<file path="src/rtl/ibex_rf_write_ctrl_if.sv">
// Register file write-port bundle: the writeback and loader request channels,
// the clear-pass trigger and status, and the registered W1 write port.
interface ibex_rf_write_ctrl_if #(
  parameter int unsigned DataWidth = 32
);
  logic                 wb_req_i;
  logic [4:0]           wb_addr_i;
  logic [DataWidth-1:0] wb_data_i;
  logic                 wb_gnt_o;
  logic                 dbg_req_i;
  logic [4:0]           dbg_addr_i;
  logic [DataWidth-1:0] dbg_data_i;
  logic                 dbg_gnt_o;
  logic                 init_start_i;
  logic                 busy_o;
  logic [4:0]           waddr_a_o;
  logic [DataWidth-1:0] wdata_a_o;
  logic                 we_a_o;

  modport master (
    output wb_req_i, wb_addr_i, wb_data_i, dbg_req_i, dbg_addr_i, dbg_data_i, init_start_i,
    input  wb_gnt_o, dbg_gnt_o, busy_o, waddr_a_o, wdata_a_o, we_a_o
  );

  modport slave (
    input  wb_req_i, wb_addr_i, wb_data_i, dbg_req_i, dbg_addr_i, dbg_data_i, init_start_i,
    output wb_gnt_o, dbg_gnt_o, busy_o, waddr_a_o, wdata_a_o, we_a_o
  );
endinterface

</file>
<file path="src/rtl/ibex_rf_write_ctrl.sv">
// Write-port controller for the flop-based register file: runs clear passes and
// arbitrates W1 between core writeback and a starvation-bounded debug loader.
module ibex_rf_write_ctrl #(
  parameter bit                   RV32E       = 1'b0,
  parameter int unsigned          DataWidth   = 32,
  parameter logic [DataWidth-1:0] WordZeroVal = '0,
  parameter int unsigned          MaxStall    = 4,
  parameter bit                   InitOnReset = 1'b1
) (
  input logic                 clk_i,
  input logic                 rst_ni,
  ibex_rf_write_ctrl_if.slave rf
);

  localparam logic [4:0] AddrMask = RV32E ? 5'h0F : 5'h1F;
  localparam logic [4:0] LastIdx  = RV32E ? 5'd15 : 5'd31;
  localparam logic [3:0] StallMax = 4'(MaxStall);

  typedef enum logic {
    CLR,
    ARB
  } state_e;

  localparam state_e ResetState = InitOnReset ? CLR : ARB;

  state_e               state_q, state_d;
  logic [4:0]           clr_idx_q, clr_idx_d;
  logic [3:0]           stall_cnt_q, stall_cnt_d;

  logic                 wb_gnt_p0, dbg_gnt_p0;
  logic [4:0]           wb_addr_p0, dbg_addr_p0;

  logic                 we_p1, we_d;
  logic [4:0]           waddr_p1, waddr_d;
  logic [DataWidth-1:0] wdata_p1, wdata_d;

  // Under RV32E only 16 registers exist, so addr[4] is dropped before use.
  assign wb_addr_p0  = rf.wb_addr_i & AddrMask;
  assign dbg_addr_p0 = rf.dbg_addr_i & AddrMask;

  always_ff @(posedge clk_i or negedge rst_ni) begin
    if (!rst_ni) begin
      state_q     <= ResetState;
      clr_idx_q   <= 5'd1;
      stall_cnt_q <= 4'd0;
    end else begin
      state_q     <= state_d;
      clr_idx_q   <= clr_idx_d;
      stall_cnt_q <= stall_cnt_d;
    end
  end

  // ---- stage p0: clear sequencing, grant selection, write capture ----
  always_comb begin
    state_d     = state_q;
    clr_idx_d   = clr_idx_q;
    stall_cnt_d = stall_cnt_q;
    wb_gnt_p0   = 1'b0;
    dbg_gnt_p0  = 1'b0;
    we_d        = 1'b0;
    waddr_d     = waddr_p1;
    wdata_d     = wdata_p1;

    unique case (state_q)
      CLR: begin
        we_d      = 1'b1;
        waddr_d   = clr_idx_q;
        wdata_d   = WordZeroVal;
        clr_idx_d = clr_idx_q + 5'd1;
        if (clr_idx_q == LastIdx) begin
          state_d   = ARB;
          clr_idx_d = 5'd1;
        end
      end

      ARB: begin
        if (rf.init_start_i) begin
          state_d   = CLR;
          clr_idx_d = 5'd1;
        end else if (rf.dbg_req_i && (stall_cnt_q == StallMax)) begin
          dbg_gnt_p0 = 1'b1;
        end else if (rf.wb_req_i) begin
          wb_gnt_p0 = 1'b1;
        end else if (rf.dbg_req_i) begin
          dbg_gnt_p0 = 1'b1;
        end

        // x0 is hardwired: a grant to it is acknowledged but never written.
        if (wb_gnt_p0) begin
          we_d    = (wb_addr_p0 != 5'd0);
          waddr_d = wb_addr_p0;
          wdata_d = rf.wb_data_i;
        end else if (dbg_gnt_p0) begin
          we_d    = (dbg_addr_p0 != 5'd0);
          waddr_d = dbg_addr_p0;
          wdata_d = rf.dbg_data_i;
        end

        if (rf.dbg_req_i && !dbg_gnt_p0) begin
          stall_cnt_d = (stall_cnt_q == StallMax) ? StallMax : stall_cnt_q + 4'd1;
        end else begin
          stall_cnt_d = 4'd0;
        end
      end

      default: state_d = ResetState;
    endcase
  end

  // ---- stage p1: registered W1 write port ----
  always_ff @(posedge clk_i or negedge rst_ni) begin
    if (!rst_ni) begin
      we_p1    <= 1'b0;
      waddr_p1 <= 5'd0;
      wdata_p1 <= '0;
    end else begin
      we_p1    <= we_d;
      waddr_p1 <= waddr_d;
      wdata_p1 <= wdata_d;
    end
  end

  assign rf.wb_gnt_o  = wb_gnt_p0;
  assign rf.dbg_gnt_o = dbg_gnt_p0;
  assign rf.busy_o    = (state_q == CLR);
  assign rf.we_a_o    = we_p1;
  assign rf.waddr_a_o = waddr_p1;
  assign rf.wdata_a_o = wdata_p1;

endmodule

</file>
<file path="src/flat_wrapper.sv">
// flat-port wrapper written by rule: the top's interface ports become plain ports
module ibex_rf_write_ctrl_flat 
#(
  parameter bit                   RV32E       = 1'b0,
  parameter int unsigned          DataWidth   = 32,
  parameter logic [DataWidth-1:0] WordZeroVal = '0,
  parameter int unsigned          MaxStall    = 4,
  parameter bit                   InitOnReset = 1'b1
)
  (clk_i, rst_ni, rf_wb_req_i, rf_wb_addr_i, rf_wb_data_i, rf_dbg_req_i, rf_dbg_addr_i, rf_dbg_data_i, rf_init_start_i, rf_wb_gnt_o, rf_dbg_gnt_o, rf_busy_o, rf_waddr_a_o, rf_wdata_a_o, rf_we_a_o);
  ibex_rf_write_ctrl_if #(.DataWidth(DataWidth)) rf_i ();
  input logic clk_i;
  input logic rst_ni;
  input wire logic [$bits(rf_i.wb_req_i)-1:0] rf_wb_req_i;
  input wire logic [$bits(rf_i.wb_addr_i)-1:0] rf_wb_addr_i;
  input wire logic [$bits(rf_i.wb_data_i)-1:0] rf_wb_data_i;
  input wire logic [$bits(rf_i.dbg_req_i)-1:0] rf_dbg_req_i;
  input wire logic [$bits(rf_i.dbg_addr_i)-1:0] rf_dbg_addr_i;
  input wire logic [$bits(rf_i.dbg_data_i)-1:0] rf_dbg_data_i;
  input wire logic [$bits(rf_i.init_start_i)-1:0] rf_init_start_i;
  output wire logic [$bits(rf_i.wb_gnt_o)-1:0] rf_wb_gnt_o;
  output wire logic [$bits(rf_i.dbg_gnt_o)-1:0] rf_dbg_gnt_o;
  output wire logic [$bits(rf_i.busy_o)-1:0] rf_busy_o;
  output wire logic [$bits(rf_i.waddr_a_o)-1:0] rf_waddr_a_o;
  output wire logic [$bits(rf_i.wdata_a_o)-1:0] rf_wdata_a_o;
  output wire logic [$bits(rf_i.we_a_o)-1:0] rf_we_a_o;
  assign rf_i.wb_req_i = rf_wb_req_i;
  assign rf_i.wb_addr_i = rf_wb_addr_i;
  assign rf_i.wb_data_i = rf_wb_data_i;
  assign rf_i.dbg_req_i = rf_dbg_req_i;
  assign rf_i.dbg_addr_i = rf_dbg_addr_i;
  assign rf_i.dbg_data_i = rf_dbg_data_i;
  assign rf_i.init_start_i = rf_init_start_i;
  assign rf_wb_gnt_o = rf_i.wb_gnt_o;
  assign rf_dbg_gnt_o = rf_i.dbg_gnt_o;
  assign rf_busy_o = rf_i.busy_o;
  assign rf_waddr_a_o = rf_i.waddr_a_o;
  assign rf_wdata_a_o = rf_i.wdata_a_o;
  assign rf_we_a_o = rf_i.we_a_o;
  ibex_rf_write_ctrl #(.RV32E(RV32E), .DataWidth(DataWidth), .WordZeroVal(WordZeroVal), .MaxStall(MaxStall), .InitOnReset(InitOnReset)) u_core (.clk_i(clk_i), .rst_ni(rst_ni), .rf(rf_i));
endmodule
</file>
<file path="config.mk">
export PLATFORM = sky130hd
export DESIGN_NAME = ibex_rf_write_ctrl_flat
export DESIGN_NICKNAME = d
export VERILOG_FILES = /design/src/rtl/ibex_rf_write_ctrl_if.sv /design/src/rtl/ibex_rf_write_ctrl.sv /design/src/flat_wrapper.sv
export SDC_FILE = /design/constraint.sdc
export NUM_CORES = 1
export LEC_CHECK = 0
export CAP_MARGIN = 25
export CORE_UTILIZATION = 43
export DETAILED_ROUTE_END_ITERATION = 8
export PLACE_DENSITY = 0.79
export SLEW_MARGIN = 20
export SYNTH_ARGS = -nofsm -noshare
export SYNTH_HDL_FRONTEND = slang
export SYNTH_SLANG_ARGS = --single-unit
</file>
<file path="constraint.sdc">
create_clock -name clk_i -period 2.2 [get_ports clk_i]
set_input_delay 0.55 -clock clk_i [delete_from_list [all_inputs] [get_ports clk_i]]
set_output_delay 0.55 -clock clk_i [all_outputs]
set_load 0.005 [all_outputs]
</file>
==> results.rst <==
.. list-table::
   :header-rows: 1

   * - Metric
     - Value
   * - Layout-stage area growth over the synthesis result
     - 48.5%
   * - Multiplexer fraction of the synthesized cell area
     - 0.00744
   * - Fin util
     - 0.665
   * - Synth Area in Compound Gates
     - 0.272
   * - Die boundary height
     - 83.5 µm
   * - CP Launch Type
     - primary input
   * - Share of synthesized cell area in full adder, half adder and majority cells
     - 0.0175
   * - Routed length per instance
     - 17.7 µm
   * - HPWL after detailed placement
     - 5850 µm
   * - Critical path class
     - in2out
   * - Post-Synthesis Cell Area
     - 2860 µm²
   * - Critical Path Fanout Max
     - 2
   * - Number of iterations in the first detailed-routing pass
     - 4
   * - CTS clk-pin slew, worst paths
     - 0.09 ns
   * - Power density over the cells
     - 645 nW/µm²
   * - Tmin final
     - 2.12 ns
   * - Pin count of the biggest net entering global routing
     - 50
   * - Clock root buffer
     - sky130_fd_sc_hd__clkbuf_8
   * - Fraction of final layout cells with drive strength greater than 1
     - 0.121
   * - 1st-iter DRT viols
     - 175
   * - Total routed wirelength
     - 8520 µm
   * - Antenna violations before repair
     - 0
   * - Worst hold slack after final layout
     - 0.218 ns
   * - Most used cells in the layout excluding fill and tap cells
     - 114 x sky130_fd_sc_hd__clkdlybuf4s50_1, 72 x sky130_fd_sc_hd__nand3_1, 47 x sky130_fd_sc_hd__dfrtp_1
   * - Drc violations
     - 0
   * - Area of the core region
     - 6390 µm²
   * - Sinks on Clock Net
     - 48
   * - Max Clk Rate
     - 471 MHz
   * - Floorplan die width
     - 83.5 µm
   * - Maximum resistive drop on vdd
     - 0.000428 V
   * - Post-synthesis cell count
     - 291
   * - Part of the cycle the worst path needs
     - 0.965
   * - Register-to-register setup slack
     - 0.47 ns
   * - Total die area
     - 6980 µm²
   * - Reported max-cap violation count
     - 0
   * - Top layer reached by signal wires
     - met4
   * - Leading cell type in the layout, fill and taps excluded
     - sky130_fd_sc_hd__clkdlybuf4s50_1
   * - Length in cells of the worst reg-to-reg path
     - 7
   * - Global route overflow
     - 0
   * - Number of input and output port buffers inserted
     - 119
   * - Per-instance average area after synthesis
     - 9.82 µm²
   * - Number of synthesis warnings
     - 0
   * - Critical-path cell with the highest stage delay
     - sky130_fd_sc_hd__clkdlybuf4s50_1
   * - GRT Total Usage
     - 0.244
   * - Logic depth of the worst path, buffers included
     - 5
   * - Cell Area, Placed
     - 4120 µm²
   * - Antenna cells
     - 0
   * - Proportion of synthesized chip area in sequential cells
     - 0.421
   * - Cell chain of the critical path
     - clkdlybuf4s50_1 -> nor2b_4 -> nand2_4 -> nor2_1 -> clkdlybuf4s15_1
   * - Combinational family with the most area after synthesis
     - compound AO/OA/AOI/OAI gates
   * - Final Power
     - 2.74 mW
   * - Max-slew violations
     - 0
   * - DR WL met3
     - 511 µm
   * - Via count of the first global-routing pass
     - 2920
   * - Number of cell rows
     - 29
   * - Unique masters post-synth
     - 42
   * - Routability Congestion
     - 0.873
   * - Clock Path Buffers
     - 2
   * - Final antenna-violating net count
     - 0
   * - Critical path capture point type
     - output port
   * - Vias/cell
     - 6.04
   * - Standby leakage power
     - 1.59 nW
   * - Clock tree from TritonCTS
     - yes
   * - Path type of the worst min-delay path
     - in2async
   * - Number of buffers and inverters on the critical path
     - 2
   * - Number of nets in the finished design
     - 486
   * - Post-synthesis net count
     - 374
   * - Number of buffers inserted for hold repair after clock tree synthesis
     - 0
   * - Finished Layout Cells
     - 481
   * - Clock Skew
     - 0.00685 ns
   * - Wire length of the first global-routing pass
     - 14000 µm
   * - Run status
     - finished clean
   * - Dpl cells
     - 471
   * - Detail Route met2 WL
     - 4330 µm
   * - Post-synthesis simple-gate area fraction
     - 0.184
   * - Vias post-DR
     - 2904
   * - Hold Violations, Final
     - 0
   * - Starting utilization of the core area
     - 0.448
   * - Finished layout cell area
     - 4250 µm²
   * - Setup repair after global routing missed its margin
     - no
   * - Sum of routed wire segments on met1
     - 3520 µm
   * - CTS buffer count
     - 5
   * - H-Tree Level Count
     - 2
   * - Finish-stage setup viols
     - 0
   * - Worst-skew pair later-pin latency
     - 0.30 ns
   * - Yosys reg bits
     - 48
   * - Io pins
     - 120
   * - Cell family with most CP delay
     - buffers and inverters
   * - Worst relative slew slack
     - 0.639
   * - WP data arrival
     - 1.57 ns
   * - Required time at the endpoint of the critical path
     - 1.65 ns
   * - Transition time at the pin with the least slew margin
     - 0.542 ns
   * - Area share of xor/xnor cells in the synthesized design
     - 0.00613
   * - Delay of the slowest cell on the worst path
     - 0.48 ns
[what timing repair did]
item | 4_1_cts | 5_1_grt
setup buffers | 0 | 2
setup endpoints to repair | 2 | 2
gates resized for setup | 8 | 3
pin swaps | 2 | 2
[cell type report]
cell class | instances | area, µm²
Tap cell | 77 | 96.3
Sequential cell | 48 | 1200
Clock buffer | 8 | 90.1
Fill cell | 531 | 2140
Inverter | 4 | 15.0
Multi-Input combinational cell | 202 | 1420
Timing Repair Buffer | 142 | 1420
[per-stage QoR]
step                TNS (ns)  setup WS [ns]
finish                     0         0.0767
global route               0        0.00810
CTS                        0         0.0390
detailed placement    -0.567         -0.341
global placement      -0.497         -0.321
floorplan                  0          0.347
[power breakdown]
part	total [mW]	switching [mW]	internal, mW
clock	0.548	0.291	0.257
sequential	1.16	0.126	1.03
combinational	1.03	0.462	0.573
total	2.74	0.878	1.86
[registers in the layout (all words and copies together), names as in the netlist]
name,count
u_core.rf.we_a_o,1
u_core.clr_idx_q,5
u_core.state_q,1
u_core.rf.waddr_a_o,5
u_core.rf.wdata_a_o,32
u_core.stall_cnt_q,4
[cell usage after synthesis]
cell | count | area (µm²)
sky130_fd_sc_hd__inv_1 | 4 | 15.0
sky130_fd_sc_hd__o21ba_2 | 1 | 10.0
sky130_fd_sc_hd__o211ai_1 | 25 | 188
sky130_fd_sc_hd__or4_1 | 2 | 15.0
sky130_fd_sc_hd__nand2b_1 | 6 | 37.5
sky130_fd_sc_hd__o21bai_2 | 1 | 11.3
sky130_fd_sc_hd__xnor2_1 | 1 | 8.76
sky130_fd_sc_hd__a211oi_1 | 2 | 15.0
sky130_fd_sc_hd__dfrtp_1 | 47 | 1180
sky130_fd_sc_hd__a31oi_1 | 6 | 37.5
sky130_fd_sc_hd__and4b_1 | 1 | 10.0
sky130_fd_sc_hd__dfstp_2 | 1 | 26.3
sky130_fd_sc_hd__a21o_1 | 1 | 7.51
sky130_fd_sc_hd__mux2i_1 | 1 | 10.0
sky130_fd_sc_hd__nand3_1 | 72 | 360
sky130_fd_sc_hd__o2111ai_1 | 32 | 280
sky130_fd_sc_hd__buf_1 | 1 | 3.75
sky130_fd_sc_hd__clkbuf_1 | 6 | 22.5
sky130_fd_sc_hd__ha_1 | 4 | 50.1
sky130_fd_sc_hd__and2_4 | 1 | 8.76
sky130_fd_sc_hd__buf_2 | 16 | 80.1
sky130_fd_sc_hd__xor2_1 | 1 | 8.76
sky130_fd_sc_hd__o22ai_1 | 6 | 37.5
sky130_fd_sc_hd__nor2b_1 | 3 | 18.8
sky130_fd_sc_hd__buf_4 | 4 | 30.0
sky130_fd_sc_hd__o21a_1 | 1 | 7.51
sky130_fd_sc_hd__and3_1 | 2 | 12.5
sky130_fd_sc_hd__nand2_4 | 1 | 11.3
sky130_fd_sc_hd__nand4b_1 | 1 | 8.76
sky130_fd_sc_hd__nand3b_1 | 2 | 15.0
sky130_fd_sc_hd__mux2_2 | 1 | 11.3
sky130_fd_sc_hd__o211ai_2 | 7 | 87.6
sky130_fd_sc_hd__nand2_1 | 1 | 3.75
sky130_fd_sc_hd__buf_6 | 10 | 113
sky130_fd_sc_hd__o21ai_0 | 6 | 30.0
sky130_fd_sc_hd__o31ai_1 | 1 | 7.51
sky130_fd_sc_hd__nor2_1 | 3 | 11.3
sky130_fd_sc_hd__or2_1 | 1 | 6.26
sky130_fd_sc_hd__o2bb2ai_1 | 1 | 8.76
sky130_fd_sc_hd__a21oi_1 | 3 | 15.0
sky130_fd_sc_hd__nor4_1 | 1 | 6.26
sky130_fd_sc_hd__a22o_1 | 4 | 35.0
[kinds of logic (layout without fill, tap and decap cells)]
| kind of cell | after synthesis | in the layout |
|---|---|---|
| AO/OA/AOI/OAI | 97 | 97 |
| AND/OR/NAND/NOR | 97 | 97 |
| flip-flops | 48 | 48 |
| buffers and inverters | 41 | 154 |
| adder cells (fa/ha/maj) | 4 | 4 |
| XOR/XNOR | 2 | 2 |
| multiplexers | 2 | 2 |
[final timing paths]
kind	startpoint	end
worst max-delay path	rf_wb_req_i	rf_wb_gnt_o
min in group clk_i	u_core.clr_idx_q[0]	u_core.clr_idx_q[0]
worst min-delay path	rst_ni	u_core.rf.waddr_a_o[1]
worst max register to register	u_core.stall_cnt_q[1]	u_core.rf.we_a_o
max in group asynchronous	rst_ni	u_core.rf.wdata_a_o[15]
worst min register to register	u_core.clr_idx_q[0]	u_core.clr_idx_q[0]
[layer usage]
metal / global-route usage / vias to the layer above
li1: - / 1371
met3: 0.0514 / 15
met5: 0 / -
met2: 0.421 / 115
met1: 0.307 / 1403
met4: 0.0786 / 0
Note: power is estimated with default switching activity, not from simulation.
